<file path="src/rtl/lut_ram_scan_if.sv">
// ---------------------------------------------------------------------------
// lut_ram_scan_if
//   Bundles the data-side signals of the lookup RAM: the write port, the
//   manual read address, the scan enable and the three registered outputs.
//   Clock and reset are kept as plain ports on the module itself.
//
//   master : the SWI decode side (drives we/waddr/wdata/raddr/scan_en)
//   slave  : the lookup RAM (drives rdata/scan_addr/scan_wrap)
// ---------------------------------------------------------------------------
interface lut_ram_scan_if #(
  parameter int ADDR_WIDTH = 2,
  parameter int DATA_WIDTH = 3
);
  logic                  we;
  logic [ADDR_WIDTH-1:0] waddr;
  logic [DATA_WIDTH-1:0] wdata;
  logic [ADDR_WIDTH-1:0] raddr;
  logic                  scan_en;
  logic [DATA_WIDTH-1:0] rdata;
  logic [ADDR_WIDTH-1:0] scan_addr;
  logic                  scan_wrap;

  modport master (
    output we, waddr, wdata, raddr, scan_en,
    input  rdata, scan_addr, scan_wrap
  );

  modport slave (
    input  we, waddr, wdata, raddr, scan_en,
    output rdata, scan_addr, scan_wrap
  );
endinterface

</file>
<file path="src/rtl/lut_ram_scan.sv">
// ---------------------------------------------------------------------------
// lut_ram_scan
//   Small writable lookup memory (DEPTH = 2**ADDR_WIDTH words of DATA_WIDTH
//   bits) with a registered, write-first read port and an auto-scan mode
//   that walks the read address so every word can be shown on LED/SEG.
//
// Ports
//   clk_2     : system clock, rising edge
//   reset_n   : asynchronous active-low reset (clears memory and state)
//   bus.we    : write enable          bus.waddr / bus.wdata : write port
//   bus.raddr : manual read address (used when scan_en = 0)
//   bus.scan_en   : 1 = read address comes from the scan counter
//   bus.rdata     : registered read data, one cycle after the address
//   bus.scan_addr : current scan address register
//   bus.scan_wrap : one-cycle pulse when scan_addr wraps DEPTH-1 -> 0
// ---------------------------------------------------------------------------
module lut_ram_scan #(
  parameter int ADDR_WIDTH = 2,
  parameter int DATA_WIDTH = 3,
  parameter int SCAN_DIV   = 4
) (
  input  logic           clk_2,
  input  logic           reset_n,
  lut_ram_scan_if.slave  bus
);

  localparam int DEPTH = 2 ** ADDR_WIDTH;
  localparam logic [ADDR_WIDTH-1:0] LAST_ADDR = ADDR_WIDTH'(DEPTH - 1);

  logic [DATA_WIDTH-1:0] mem_q [DEPTH];
  logic [DATA_WIDTH-1:0] mem_d [DEPTH];
  logic [DATA_WIDTH-1:0] rdata_q,     rdata_d;
  logic [ADDR_WIDTH-1:0] scan_addr_q, scan_addr_d;
  logic [7:0]            div_cnt_q,   div_cnt_d;
  logic                  scan_wrap_q, scan_wrap_d;
  logic [ADDR_WIDTH-1:0] ea;

  // Effective read address switches in the same cycle as scan_en.
  assign ea = bus.scan_en ? scan_addr_q : bus.raddr;

  always_comb begin
    // NOTE: every signal gets a default before any branch so no path leaves
    // it unassigned, which would otherwise infer a latch.
    mem_d       = mem_q;
    scan_addr_d = scan_addr_q;
    div_cnt_d   = div_cnt_q;
    scan_wrap_d = 1'b0;

    if (bus.we) begin
      mem_d[bus.waddr] = bus.wdata;
    end

    // Write-first: a same-cycle write to the read address is forwarded.
    rdata_d = (bus.we && (bus.waddr == ea)) ? bus.wdata : mem_q[ea];

    if (!bus.scan_en) begin
      // Leaving scan mode restarts the next scan at 0 with a full dwell.
      div_cnt_d   = '0;
      scan_addr_d = '0;
    end else if (int'(div_cnt_q) >= SCAN_DIV - 1) begin
      // ">=" also folds any out-of-range count from a bad SCAN_DIV back to 0.
      div_cnt_d   = '0;
      scan_addr_d = scan_addr_q + ADDR_WIDTH'(1);
      scan_wrap_d = (scan_addr_q == LAST_ADDR);
    end else begin
      div_cnt_d   = div_cnt_q + 8'd1;
    end
  end

  // NOTE: the memory words sit inside the reset branch on purpose: the table
  // must read back as all-zero after reset, so it cannot be a plain RAM macro.
  always_ff @(posedge clk_2 or negedge reset_n) begin
    if (!reset_n) begin
      mem_q       <= '{default: '0};
      rdata_q     <= '0;
      scan_addr_q <= '0;
      div_cnt_q   <= '0;
      scan_wrap_q <= 1'b0;
    end else begin
      // NOTE: non-blocking assignments so every flop samples the pre-edge
      // values computed above, independent of statement order.
      mem_q       <= mem_d;
      rdata_q     <= rdata_d;
      scan_addr_q <= scan_addr_d;
      div_cnt_q   <= div_cnt_d;
      scan_wrap_q <= scan_wrap_d;
    end
  end

  assign bus.rdata     = rdata_q;
  assign bus.scan_addr = scan_addr_q;
  assign bus.scan_wrap = scan_wrap_q;

endmodule

</file>
<file path="src/flat_wrapper.sv">
// flat-port wrapper written by rule: the top's interface ports become plain ports
module lut_ram_scan_flat 
#(
  parameter int ADDR_WIDTH = 2,
  parameter int DATA_WIDTH = 3,
  parameter int SCAN_DIV   = 4
)
  (clk_2, reset_n, bus_we, bus_waddr, bus_wdata, bus_raddr, bus_scan_en, bus_rdata, bus_scan_addr, bus_scan_wrap);
  lut_ram_scan_if #(.ADDR_WIDTH(ADDR_WIDTH), .DATA_WIDTH(DATA_WIDTH)) bus_i ();
  input  logic clk_2;
  input  logic reset_n;
  input wire logic [$bits(bus_i.we)-1:0] bus_we;
  input wire logic [$bits(bus_i.waddr)-1:0] bus_waddr;
  input wire logic [$bits(bus_i.wdata)-1:0] bus_wdata;
  input wire logic [$bits(bus_i.raddr)-1:0] bus_raddr;
  input wire logic [$bits(bus_i.scan_en)-1:0] bus_scan_en;
  output wire logic [$bits(bus_i.rdata)-1:0] bus_rdata;
  output wire logic [$bits(bus_i.scan_addr)-1:0] bus_scan_addr;
  output wire logic [$bits(bus_i.scan_wrap)-1:0] bus_scan_wrap;
  assign bus_i.we = bus_we;
  assign bus_i.waddr = bus_waddr;
  assign bus_i.wdata = bus_wdata;
  assign bus_i.raddr = bus_raddr;
  assign bus_i.scan_en = bus_scan_en;
  assign bus_rdata = bus_i.rdata;
  assign bus_scan_addr = bus_i.scan_addr;
  assign bus_scan_wrap = bus_i.scan_wrap;
  lut_ram_scan #(.ADDR_WIDTH(ADDR_WIDTH), .DATA_WIDTH(DATA_WIDTH), .SCAN_DIV(SCAN_DIV)) u_core (.clk_2(clk_2), .reset_n(reset_n), .bus(bus_i));
endmodule
</file>
<file path="config.mk">
export PLATFORM = sky130hd
export DESIGN_NAME = lut_ram_scan_flat
export DESIGN_NICKNAME = d
export VERILOG_FILES = /design/src/rtl/lut_ram_scan_if.sv /design/src/rtl/lut_ram_scan.sv /design/src/flat_wrapper.sv
export SDC_FILE = /design/constraint.sdc
export NUM_CORES = 1
export LEC_CHECK = 0
export ABC_AREA = 1
export CAP_MARGIN = 20
export CORE_MARGIN = 4
export CORE_UTILIZATION = 40
export CTS_CLUSTER_SIZE = 16
export DETAILED_ROUTE_END_ITERATION = 10
export PLACE_DENSITY_LB_ADDON = 0.12
export SLEW_MARGIN = 5
export SYNTH_ARGS = -nofsm -noshare
export SYNTH_HDL_FRONTEND = slang
export SYNTH_SLANG_ARGS = --single-unit
export TNS_END_PERCENT = 50
</file>
<file path="constraint.sdc">
create_clock -name clk_2 -period 2 [get_ports clk_2]
set_input_delay 0.5 -clock clk_2 [delete_from_list [all_inputs] [get_ports clk_2]]
set_output_delay 0.5 -clock clk_2 [all_outputs]
set_load 0.1 [all_outputs]
</file>
==> flow_metrics.py <==
metrics = {
    "run_status": {
        "run_status": "complete, no violations",
    },
    "critical_path": {
        "worst_path_maximum_fanout": 8,
        "r2r_start": "u_core.div_cnt_q[0]",
        "worst_path_max_delay_cell": "sky130_fd_sc_hd__clkdlybuf4s50_1",
        "timing.critical_path.cells": "clkdlybuf4s50_1 > inv_6 > nand2_4 > nand3_2 > nand2_2 > nand3_2 > nand2_1 > nand2_1",
        "cp.required_ns": 2.23,
        "timing.critical_path.from_type": "primary input",
        "regToRegEndpoint": "u_core.bus.scan_addr[1]",
        "reg2reg_setup_slack_ns": 0.75,
        "cp.arrival_ns": 1.80,
        "critical_path.max_stage_delay_ns": 0.71,
        "worst-r2r-cell-count": 5,
        "criticalPathCategory": "in2reg",
        "endpoint_kind_of_the_worst_setup_timing_path": "register",
    },
    "power": {
        "p_total_uw": 1367,
        "power.density_mw_per_mm2": 865.8,
        "ir_drop_mv": 0.4439,
        "leakage_power_uw": 0.0008187,
    },
    "yosys": {
        "synth_area_per_cell_sq_um": 8.750,
        "synth_flop_cell": "sky130_fd_sc_hd__dfrtp_1",
        "ys_async_sr_fraction": 1.000,
        "syn-instance-count": 147,
        "synth_enable_flop_cells": 0,
        "postSynthRegisterBits": 26,
        "yosys.cell_count.top_type": "sky130_fd_sc_hd__nand2_1",
        "syn_area_sq_mm": 0.001286,
        "synth_top_area_cell": "sky130_fd_sc_hd__dfrtp_1",
        "netlist.area_leader.share": 0.5058,
        "synth-warning-count": 0,
        "synth_top_cells_by_area": "sky130_fd_sc_hd__dfrtp_1 (51%), sky130_fd_sc_hd__nand3_1 (11%), sky130_fd_sc_hd__nand2_1 (9.3%), sky130_fd_sc_hd__inv_1 (6.1%), sky130_fd_sc_hd__o21ai_0 (4.7%)",
        "synthTopCellsByCount": "sky130_fd_sc_hd__nand2_1 (32), sky130_fd_sc_hd__nand3_1 (27), sky130_fd_sc_hd__dfrtp_1 (26)",
        "sequential_share_of_the_synthesized_area": 0.5058,
        "post_synth_num_cell_types": 17,
    },
    "route": {
        "avgViaCountPerCell": 4.745,
        "detail_route.wirelength_mm": 2.686,
        "number_of_iterations_in_the_first_detailed_routing_pass": 4,
        "post-route-drc-count": 0,
        "route.detailed.wl_per_inst_microns": 12.44,
        "drtAntennaViolNets": 0,
        "vias": 1025,
        "dr.first_iter.drc_count": 91,
    },
    "sta": {
        "rsz0062_at_grt": "false",
        "finalHoldViolations": 0,
        "fin_crit_sh": 0.7836,
        "postLayoutSetupSlackWorst_ns": 0.4328,
        "finalSetupViolations": 0,
        "fin_worst_skew_ns": 0.002359,
        "timing.setup.tns_ns": 0,
        "fmax_mhz": 638.1,
        "final_max_slew_viol_count": 0,
        "layout_min_cycle_time_ns": 1.567,
    },
    "placement": {
        "dp_cells": 212,
        "gp_routability_congestion": 0.9042,
        "portBuffers": 16,
        "pre_cts_slack_ns": 0.07854,
        "detailedPlacementHpwl_mm": 1.944,
    },
    "clock_tree": {
        "clock-sinks": 26,
        "clk_transition_reported_paths_ns": 0.14,
        "cts_repair_resize_count": 0,
        "cts_hold_buffers": 0,
        "total_cts_buffers": 3,
        "cts_tree": "done",
        "worstSkewPairLatency_ns": 0.33,
        "postCtsSetupRepairBufs": 0,
        "cts-root-to-sink-buffers": 2,
        "htree_levels": 1,
        "clockRootBuffer": "sky130_fd_sc_hd__clkbuf_4",
    },
    "floorplan": {
        "initial_utilization": 0.4213,
        "die-width_microns": 64.71,
        "fp.dieArea_sq_mm": 0.004187,
        "fp.coreArea_sq_mm": 0.003053,
        "die-height_microns": 64.71,
        "design.portCount": 17,
        "floorplan.rows": 20,
    },
    "finish": {
        "final-instance-count-excl-fill": 216,
        "area_delta_synth_final_pct": 22.76,
        "multi_input_area_sq_um": 555.5,
        "design.final.nets": 186,
        "layout.filler_cells": 301,
        "number_of_antenna_cells_inserted": 0,
        "final_layout_size_suffix_gt1_frac": 0.1570,
        "sequential_cell_area_sq_um": 650.6,
    },
    "grt": {
        "number_of_global_route_vias_before_repair": 1031,
        "global_route_wire_length_before_repair_mm": 4.650,
        "grt_antenna_before_repair": 0,
        "grt_start_max_net_pins": 27,
        "gr-total-overflow": 0,
        "grt.total_usage": 0.1470,
    },
    "worst_hold_path": {
        "worstHoldEndpoint": "u_core.div_cnt_q[0]",
        "timing.hold.worst.class": "reg2reg",
        "min_from": "u_core.div_cnt_q[0]",
        "holdPathStages": 1,
    },
    "run": {
        "cap_violations": 0,
    },
}
-- how the worst max path moves through the flow --
| stage | start | endpoint | slack (ns) | cells after the start |
|---|---|---|---|---|
| 2_1_floorplan | u_core.bus.scan_addr[0] | u_core.bus.rdata[0] | 0.27 | 7 |
| 3_3_place_gp | bus_scan_en | u_core.bus.rdata[0] | 0.11 | 7 |
| 3_5_place_dp | bus_scan_en | u_core.bus.rdata[2] | 0.08 | 8 |
| 4_1_cts | bus_scan_en | u_core.bus.rdata[2] | 0.44 | 7 |
| 5_1_grt | bus_scan_en | u_core.bus.rdata[1] | 0.33 | 8 |
| 6_report | bus_scan_en | u_core.bus.rdata[2] | 0.43 | 8 |
-- cells in the final DEF (no fill, tap or decap), types with 5 or more instances in the layout --
| master | count |
|---|---|
| sky130_fd_sc_hd__o21ai_0 | 12 |
| sky130_fd_sc_hd__nand2_1 | 32 |
| sky130_fd_sc_hd__nand2_4 | 5 |
| sky130_fd_sc_hd__nand3_1 | 27 |
| sky130_fd_sc_hd__dfrtp_1 | 26 |
| sky130_fd_sc_hd__nor2_1 | 5 |
| sky130_fd_sc_hd__inv_1 | 21 |
| sky130_fd_sc_hd__buf_4 | 5 |
| sky130_fd_sc_hd__conb_1 | 6 |
| sky130_fd_sc_hd__clkdlybuf4s50_1 | 10 |
-- kinds of logic (layout without fill, tap and decap cells) --
| kind of cell | Yosys count | in the layout | synth area share |
|---|---|---|---|
| DFF | 26 | 26 | 0.5058 |
| and+or+nand+nor | 83 | 83 | 0.3482 |
| buffers and inverters | 23 | 43 | 0.07685 |
| other | 1 | 6 | 0.002915 |
| adders and majority gates | 2 | 2 | 0.01945 |
| AOI/OAI and AO/OA | 12 | 12 | 0.04669 |
-- registers in the layout, summed over array words and instances (netlist names) --
name,flops
u_core.mem_q,12
u_core.div_cnt_q,8
u_core.bus.scan_wrap,1
u_core.bus.rdata,3
u_core.bus.scan_addr,2
-- where the power goes --
part | internal, uW | total [uW] | leakage [uW] | switching [uW]
Combinational | 116 | 383 | 0.000466 | 266
Sequential | 587 | 620 | 0.000325 | 33.6
Clock | 203 | 364 | 0.0000279 | 161
-- final cells by class --
cell class	count	share of cell area
clock buffer	3	0.01426
clock inverter	1	0.01902
inverter	22	0.05547
multi-input combinational	103	0.3518
sequential	26	0.4120
tap	44	0.03487
timing repair buffer	17	0.1125
-- metrics by stage --
| step | instance area, sq um | hold WS (ns) | utilization |
|---|---|---|---|
| 6_report | 1579 | 0.4523 | 0.5172 |
| 5_1_grt | 1579 | 0.4810 | 0.5172 |
| 4_1_cts | 1579 | 0.4570 | 0.5172 |
| 3_5_place_dp | 1526 | 0.4380 | 0.5000 |
| 3_3_place_gp | 1526 | 0.4190 | 0.5000 |
| 2_1_floorplan | 1305 | 0.2044 | - |
-- per-layer routing --
layer  part of all wire  GRT usage  up-vias
li1                   -          -      514
met3              0.061    0.02946        7
met2               0.45     0.2286       38
met5                  0          0        -
met1               0.47     0.1949      466
met4              0.018    0.07124        0
-- worst max-delay path, delay by kind of cell --
family | cells | cell delay, ns
buf+inv | 2 | 0.81
simple gates | 6 | 0.48
Power figures use the tool's default switching activity.
